===== src/rtl/sar_search_ctrl_if.sv =====
// Comparator-side bus of the SAR search controller: start request, comparator
// flags in, registered probe/result/status out.
interface sar_search_ctrl_if #(
    parameter int unsigned W = 4
);
    logic         start;
    logic         aeqb;
    logic         agtb;
    logic         altb;
    logic [W-1:0] probe;
    logic [W-1:0] result;
    logic         busy;
    logic         done;
    logic         err;
    logic         hit;

    // Requester / comparator side
    modport master (
        output start, aeqb, agtb, altb,
        input  probe, result, busy, done, err, hit
    );

    // Search controller side
    modport slave (
        input  start, aeqb, agtb, altb,
        output probe, result, busy, done, err, hit
    );
endinterface


===== src/rtl/sar_search_ctrl.sv =====
// Successive-approximation search controller driving the b operand of a
// magnitude comparator and recovering the unknown a operand bit by bit.
// Optional feature: define SAR_EARLY_EXIT_EN to stop the search on an exact
// match (aeqb) and flag it on hit; otherwise hit is constant 0.
module sar_search_ctrl #(
    parameter int unsigned W = 4
) (
    input  logic              clk,
    input  logic              rst,
    sar_search_ctrl_if.slave  bus
);
    localparam int unsigned KW = (W > 1) ? $clog2(W) : 1;

    typedef enum logic [1:0] {
        S_IDLE   = 2'd0,
        S_SEARCH = 2'd1,
        S_DONE   = 2'd2
    } state_t;

    state_t         state_q, state_n;
    logic [W-1:0]   probe_q, probe_n;
    logic [W-1:0]   result_q, result_n;
    logic [KW-1:0]  k_q, k_n;
    logic           busy_q, busy_n;
    logic           done_q, done_n;
    logic           err_q, err_n;
    logic           hit_q, hit_n;
    logic [2:0]     flags_c;
    logic           onehot_c;

    assign flags_c  = {bus.aeqb, bus.agtb, bus.altb};
    assign onehot_c = (flags_c == 3'b001) || (flags_c == 3'b010) || (flags_c == 3'b100);

    // State and output registers
    always_ff @(posedge clk) begin
        if (rst) begin
            state_q  <= S_IDLE;
            probe_q  <= '0;
            result_q <= '0;
            k_q      <= '0;
            busy_q   <= 1'b0;
            done_q   <= 1'b0;
            err_q    <= 1'b0;
            hit_q    <= 1'b0;
        end else begin
            state_q  <= state_n;
            probe_q  <= probe_n;
            result_q <= result_n;
            k_q      <= k_n;
            busy_q   <= busy_n;
            done_q   <= done_n;
            err_q    <= err_n;
            hit_q    <= hit_n;
        end
    end

    // Next-state and next-output logic; flags are judged against the current probe
    always_comb begin
        state_n  = state_q;
        probe_n  = probe_q;
        result_n = result_q;
        k_n      = k_q;
        busy_n   = 1'b0;
        done_n   = 1'b0;
        err_n    = err_q;
        hit_n    = hit_q;

        case (state_q)
            S_IDLE, S_DONE: begin
                // DONE accepts start exactly like IDLE for back-to-back searches
                if (bus.start) begin
                    state_n  = S_SEARCH;
                    result_n = '0;
                    k_n      = KW'(W - 1);
                    probe_n  = W'(1) << (W - 1);
                    err_n    = 1'b0;
                    hit_n    = 1'b0;
                    busy_n   = 1'b1;
                end else begin
                    state_n = S_IDLE;
                end
            end
            S_SEARCH: begin
                busy_n = 1'b1;
                if (!onehot_c) begin
                    // Protocol violation: keep the partial result and stop
                    err_n   = 1'b1;
                    state_n = S_DONE;
                    busy_n  = 1'b0;
                    done_n  = 1'b1;
                end else begin
                    // Probe already holds result with bit k set, so a >= probe keeps it
                    if (bus.agtb || bus.aeqb) begin
                        result_n = probe_q;
                    end
`ifdef SAR_EARLY_EXIT_EN
                    if (bus.aeqb) begin
                        hit_n   = 1'b1;
                        state_n = S_DONE;
                        busy_n  = 1'b0;
                        done_n  = 1'b1;
                    end else
`endif
                    if (k_q == '0) begin
                        state_n = S_DONE;
                        busy_n  = 1'b0;
                        done_n  = 1'b1;
                    end else begin
                        k_n     = k_q - KW'(1);
                        probe_n = result_n | (W'(1) << k_n);
                    end
                end
            end
            default: begin
                state_n = S_IDLE;
            end
        endcase
    end

    assign bus.probe  = probe_q;
    assign bus.result = result_q;
    assign bus.busy   = busy_q;
    assign bus.done   = done_q;
    assign bus.err    = err_q;
    assign bus.hit    = hit_q;
endmodule


===== src/flat_wrapper.sv =====
// flat-port wrapper written by rule: the top's interface ports become plain ports
module sar_search_ctrl_flat 
#(
    parameter int unsigned W = 4
)
  (clk, rst, bus_start, bus_aeqb, bus_agtb, bus_altb, bus_probe, bus_result, bus_busy, bus_done, bus_err, bus_hit);
  sar_search_ctrl_if #(.W(W)) bus_i ();
  input  logic clk;
  input  logic rst;
  input wire logic [$bits(bus_i.start)-1:0] bus_start;
  input wire logic [$bits(bus_i.aeqb)-1:0] bus_aeqb;
  input wire logic [$bits(bus_i.agtb)-1:0] bus_agtb;
  input wire logic [$bits(bus_i.altb)-1:0] bus_altb;
  output wire logic [$bits(bus_i.probe)-1:0] bus_probe;
  output wire logic [$bits(bus_i.result)-1:0] bus_result;
  output wire logic [$bits(bus_i.busy)-1:0] bus_busy;
  output wire logic [$bits(bus_i.done)-1:0] bus_done;
  output wire logic [$bits(bus_i.err)-1:0] bus_err;
  output wire logic [$bits(bus_i.hit)-1:0] bus_hit;
  assign bus_i.start = bus_start;
  assign bus_i.aeqb = bus_aeqb;
  assign bus_i.agtb = bus_agtb;
  assign bus_i.altb = bus_altb;
  assign bus_probe = bus_i.probe;
  assign bus_result = bus_i.result;
  assign bus_busy = bus_i.busy;
  assign bus_done = bus_i.done;
  assign bus_err = bus_i.err;
  assign bus_hit = bus_i.hit;
  sar_search_ctrl #(.W(W)) u_core (.clk(clk), .rst(rst), .bus(bus_i));
endmodule

===== config.mk =====
export PLATFORM = sky130hd
export DESIGN_NAME = sar_search_ctrl_flat
export DESIGN_NICKNAME = d
export VERILOG_FILES = /design/src/rtl/sar_search_ctrl_if.sv /design/src/rtl/sar_search_ctrl.sv /design/src/flat_wrapper.sv
export SDC_FILE = /design/constraint.sdc
export NUM_CORES = 1
export LEC_CHECK = 0
export CORE_MARGIN = 1.5
export CORE_UTILIZATION = 40
export CTS_CLUSTER_DIAMETER = 80
export CTS_CLUSTER_SIZE = 16
export DETAILED_ROUTE_END_ITERATION = 16
export PLACE_DENSITY_LB_ADDON = 0.3
export SETUP_SLACK_MARGIN = 0.05
export SLEW_MARGIN = 0
export SYNTH_ARGS = -nofsm -noshare
export SYNTH_HDL_FRONTEND = slang
export SYNTH_SLANG_ARGS = --single-unit

===== constraint.sdc =====
create_clock -name clk -period 2.6 [get_ports clk]
set_clock_uncertainty 0.2 [all_clocks]
set_input_delay 0.26 -clock clk [delete_from_list [all_inputs] [get_ports clk]]
set_output_delay 0.26 -clock clk [all_outputs]
set_load 0.005 [all_outputs]

* Yosys cells after proc, flatten, opt, wreduce, memory -nomap -nowiden
Index checks and enable logic that the tools add are counted.
** Word-level totals
- Bits in registers :: 15
- Bits of input ports :: 6
- Output and inout bits :: 12
- Logic and storage cells :: 59
** Cells by class
- $add $sub $neg :: 1
- Equal/unequal tests :: 10
- Shift operators :: 1
- Multiplexer cells :: 27
- Bitwise gates (word level) :: 2
- Reduce and logical (&&, ||, !) cells :: 11
** Operators by type and width (number)
- 4-bit two-way mux :: 8
- 4-bit one-hot mux with 2 select lines :: 2
- 2-bit two-way mux :: 5
- 1-bit two-way mux :: 8
- 2-bit one-hot mux with 2 select lines :: 2
- 2-bit inequality test (second input constant) :: 3
- 3-bit AND reduction :: 2
- 2-bit zero test :: 2
- 4-bit OR :: 1
- 1-bit one-hot mux with 2 select lines :: 2
- 4-bit AND reduction :: 1
- 2-bit OR reduction :: 2
- 1-bit by 2-bit left shift with 4-bit output (first input constant) :: 1
- 3-bit by 1-bit equality test with 1-bit output (second input constant) :: 1
- 3-bit by 2-bit equality test with 1-bit output (second input constant) :: 1
- 3-bit equality test (second input constant) :: 1
- 1-bit logical OR :: 3
- 3-bit inequality test (second input constant) :: 1
- 2-bit by 1-bit equality test with 1-bit output (second input constant) :: 1
- 2-bit equality test (second input constant) :: 1
- 2-bit by 1-bit inequality test with 1-bit output (second input constant) :: 1
- 2-bit nonzero test :: 1
- 2-bit by 1-bit subtractor with 2-bit output (second input constant) :: 1
- 1-bit NOT :: 1

* Logic depth before layout (Yosys ltp)
- Word-level depth :: 9
- Depth in mapped cells :: 6
- Mapped depth without buffers :: 5

* Worst setup path before layout
Ideal clock, no wire load.
- Kind :: register to register
- From :: reg u_core.k_q[0]
- To :: reg u_core.probe_q[0], in the netlist u_core.bus.probe[0]
- Library setup time :: 0.079 ns
- Arrival :: 1.407 ns
- Data required time :: 2.321 ns
- Setup slack :: 0.914 ns
- Stages on the path, launching flop included :: 7
- Buffers on the path :: 1
- Period minus slack after synthesis :: 1.686 ns
- Cells stage by stage :: dfxtp_1 -> inv_1 -> ha_1 -> a2111oi_4 -> buf_6 -> a21oi_1 -> a211oi_2
** Between the ends
- Cells in the longest elaborated chain, start to end :: 6
- Elaborated cells between the ends (all ways) :: 9
** RTL lines
- from (decl) :: RTL line sar_search_ctrl.sv:23 : logic [KW-1:0] k_q, k_n;
- from (signal assigned) :: RTL line sar_search_ctrl.sv:49 : k_q <= k_n;
- 2-bit by 1-bit subtractor with 2-bit output :: RTL line sar_search_ctrl.sv:109 : k_n = k_q - KW'(1);
- 1-bit by 2-bit left shift with 4-bit output :: RTL line sar_search_ctrl.sv:110 : probe_n = result_n | (W'(1) << k_n);
- 4-bit OR :: RTL line sar_search_ctrl.sv:110
- 4-bit two-way mux :: RTL line sar_search_ctrl.sv:104 : if (k_q == '0) begin
- 4-bit two-way mux :: RTL line sar_search_ctrl.sv:85 : if (!onehot_c) begin
- 4-bit one-hot mux with 2 select lines :: RTL line sar_search_ctrl.sv:68 : case (state_q)
- to (signal assigned) :: RTL line sar_search_ctrl.sv:47 : probe_q <= probe_n;
- to (decl) :: RTL line sar_search_ctrl.sv:21 : logic [W-1:0] probe_q, probe_n;
Several ways; a longest one is shown, not always the timed one. The select of a mux whose other input is x is not followed.
A chain may end at the register's enable or synchronous reset.

* Final worst setup path
- From :: in bus_agtb
- To :: reg u_core.k_q[1]
** Between the ends
- Cells in the longest elaborated chain, start to end :: 5
- Elaborated cells between the ends (all ways) :: 7
** RTL lines
- from (decl) :: RTL line flat_wrapper.sv:12 : input wire logic [$bits(bus_i.agtb)-1:0] bus_agtb;
- 3-bit by 1-bit equality test with 1-bit output or 3-bit by 2-bit equality test with 1-bit output (tied branches) :: RTL line sar_search_ctrl.sv:32 : assign onehot_c = (flags_c == 3'b001) || (flags_c == 3'b010) || (flags_c == 3'b100);
- 1-bit logical OR :: RTL line sar_search_ctrl.sv:32
- 1-bit logical OR * :: RTL line sar_search_ctrl.sv:32
- 2-bit by 1-bit inequality test with 1-bit output (no source line) *
- 4-bit AND reduction (no source line) *
Every way passes the cells marked *; elsewhere a longest branch is shown, timed or not.

==> impl_metrics.tcl <==
set metrics [dict create \
    status "complete, no violations" \
    crit_required_ns 2.58 \
    hpwl_microns 1160 \
    start_kind "input pin" \
    synthFlopType "dfxtp_1" \
    post_cts_buffers 0 \
    coreArea_sq_mm 0.00176 \
    die_h_microns 46.6 \
    path_max_fanout 13 \
    setup_viol 0 \
    setup_ws_ns 0.649 \
    grt_util_met2_pct 25.8 \
    layout.nets 110 \
    fin_crit_ns 1.95 \
    dr_total_vias 642 \
    initial_utilization_pct 43.1 \
    grt_max_degree 16 \
    drt_first_pass_iters 4 \
    syn_inst 81 \
    met3_usage_pct 7.06 \
    syn_area_sq_um 761 \
    power_density_mw_per_mm2 483 \
    place_area_sq_um 940 \
    antenna_cells 0 \
    rsz0062_at_grt "false" \
    async_reset_ff_share_pct 0 \
    final_cells 124 \
    max_slew_margin_pct 60.2 \
    wire_per_inst_microns 12.4 \
    ys_types 28 \
    cts_buffer_depth 2 \
    gp_routability_congestion 0.789 \
    regArea_sq_um 300 \
    cts-root-buf "clkbuf_4" \
    nFillCells 184 \
    drtAntennaViolNets 0 \
    peakVddDrop_mv 0.338 \
    slew_viol_final 0 \
    drc 0 \
    crit_path_end_kind "flip-flop" \
    post-place-ws_ns 0.360 \
    io_pins 18 \
    hold_viol 0 \
    cts_tree "built" \
    clock_sinks 15 \
    hp-class "reg -> reg" \
    fin_setup_tns_ns 0 \
    drv_cap 0 \
    cts_resized 0 \
    ctsHoldBuffers 0 \
    whs_ns 0.316 \
    ys_seq_area_share_pct 39.5 \
    synth_edf_count 0 \
    cts_buffers 3 \
    die_w_microns 46.6 \
    syn_to_final_growth_pct 27.0 \
    drive_gt1_share_pct 9.09 \
    synthesis.nets 91 \
    ys_warn_count 0 \
    cts_htree_levels 1 \
    clk-insertion-delay-late_ns 0.27 \
    dieArea_sq_mm 0.00217 \
    worst_pin_slew_ns 0.596 \
    grt_use_met1_pct 23.2 \
    track_usage_pct 17.8 \
    multiInputGateArea_sq_um 422 \
    drt_iter0_drc 4 \
    antenna_found_initial 0 \
    postSynthAreaPerCell_sq_um 9.39 \
    dp_cells 120 \
    fmax_mhz 513 \
    postLayoutCellArea_sq_um 966 \
    top_usage_layer "met2" \
    gr-total-overflow 0 \
    routed_wl_microns 1540 \
    grt_pass1_vias 599 \
    arrival_ns 1.93 \
    rows 15 \
    worstSetupPathType "in -> reg" \
    leakagePower_nw 0.359 \
    drt-vias-per-instance 5.18 \
    postSynthRegisterBits 15 \
    grt_pass1_wl_microns 2690 \
    finalCritPeriodShare_pct 75.0 \
    clkSlewWorstSetupHoldPaths_ns 0.08 \
    portBuffers 16 \
]
==> layer usage <==
metal	up-vias	wire [microns]
met3	2	52
met4	0	13
met2	12	728
met5	-	0
li1	335	-
met1	293	742
==> metrics by stage <==
step / power, mW / util (%)
final: 0.467 / 54.8
after global routing: 0.500 / 54.8
after CTS: 0.475 / 54.8
after detailed placement: 0.344 / 53.3
after global placement: 0.341 / 53.3
after floorplan: 0.310 / -
==> synthesized netlist by cell type, types with 2 or more instances <==
master	n	area share [%]
a211oi_1	4	3.9
a211oi_2	3	4.9
a21o_1	2	2.0
a21oi_1	5	3.3
a31oi_1	4	3.3
and4_1	3	3.5
dfxtp_1	15	39
ha_1	4	6.6
inv_1	3	1.5
nand2b_1	2	1.6
nand3_1	2	1.3
nand3b_1	2	2.0
nor2_1	10	4.9
nor2b_1	5	4.1
nor3_1	4	2.6
==> critical path: stages <==
cell and delay, ns:
clkdlybuf4s50_1 0.58, xnor2_1 0.18, a2111oi_4 0.37, buf_4 0.24
nor3_1 0.07, a311oi_1 0.22
==> power breakdown <==
| group | internal [mW] | switching (mW) |
|---|---|---|
| registers | 0.241 | 0.00921 |
| clock network | 0.0594 | 0.0689 |
| logic | 0.0410 | 0.0475 |
| total | 0.341 | 0.126 |
==> cells by family after synthesis <==
| group | synth area share (%) |
|---|---|
| AND/OR/NAND/NOR | 20.6 |
| adder cells (fa/ha/maj) | 6.58 |
| flip-flops | 39.5 |
| other | 0.493 |
| buffers and inverters | 5.10 |
| AO/OA/AOI/OAI | 25.5 |
| XOR/XNOR | 2.30 |
==> layout make-up <==
class / instances / share of cell area [%]
repair buffers: 18 / 18.1
clock buffers: 4 / 2.72
inverters: 3 / 1.17
multi-input cells: 59 / 43.7
flip-flops and latches: 15 / 31.1
well taps: 25 / 3.24
==> cell usage in the layout (no fill, tap or decap), types with 4 or more instances in the layout <==
cell type,n
nor2b_1,5
nor3_1,4
ha_1,4
clkdlybuf4s50_1,16
nor2_1,10
a21oi_1,5
dfxtp_1,15
a31oi_1,4
a211oi_1,4
==> flip-flops by register name, summed over array words and instances (netlist names) <==
signal and flops:
u_core.bus.err 1, u_core.k_q 2, u_core.bus.probe 4, u_core.bus.busy 1
u_core.state_q 2, u_core.bus.done 1, u_core.bus.result 4
==> path summary, 6_finish.rpt <==
check	from	end	slack, ns	cells past startpoint
worst min-delay path	u_core.bus.result[3]	u_core.bus.result[3]	0.32	2
worst min register to register	u_core.bus.result[3]	u_core.bus.result[3]	0.32	2
worst max register to register	u_core.k_q[0]	u_core.k_q[1]	0.75	6
worst max-delay path	bus_agtb	u_core.k_q[1]	0.65	6
Note: power is estimated with default switching activity, not from simulation.
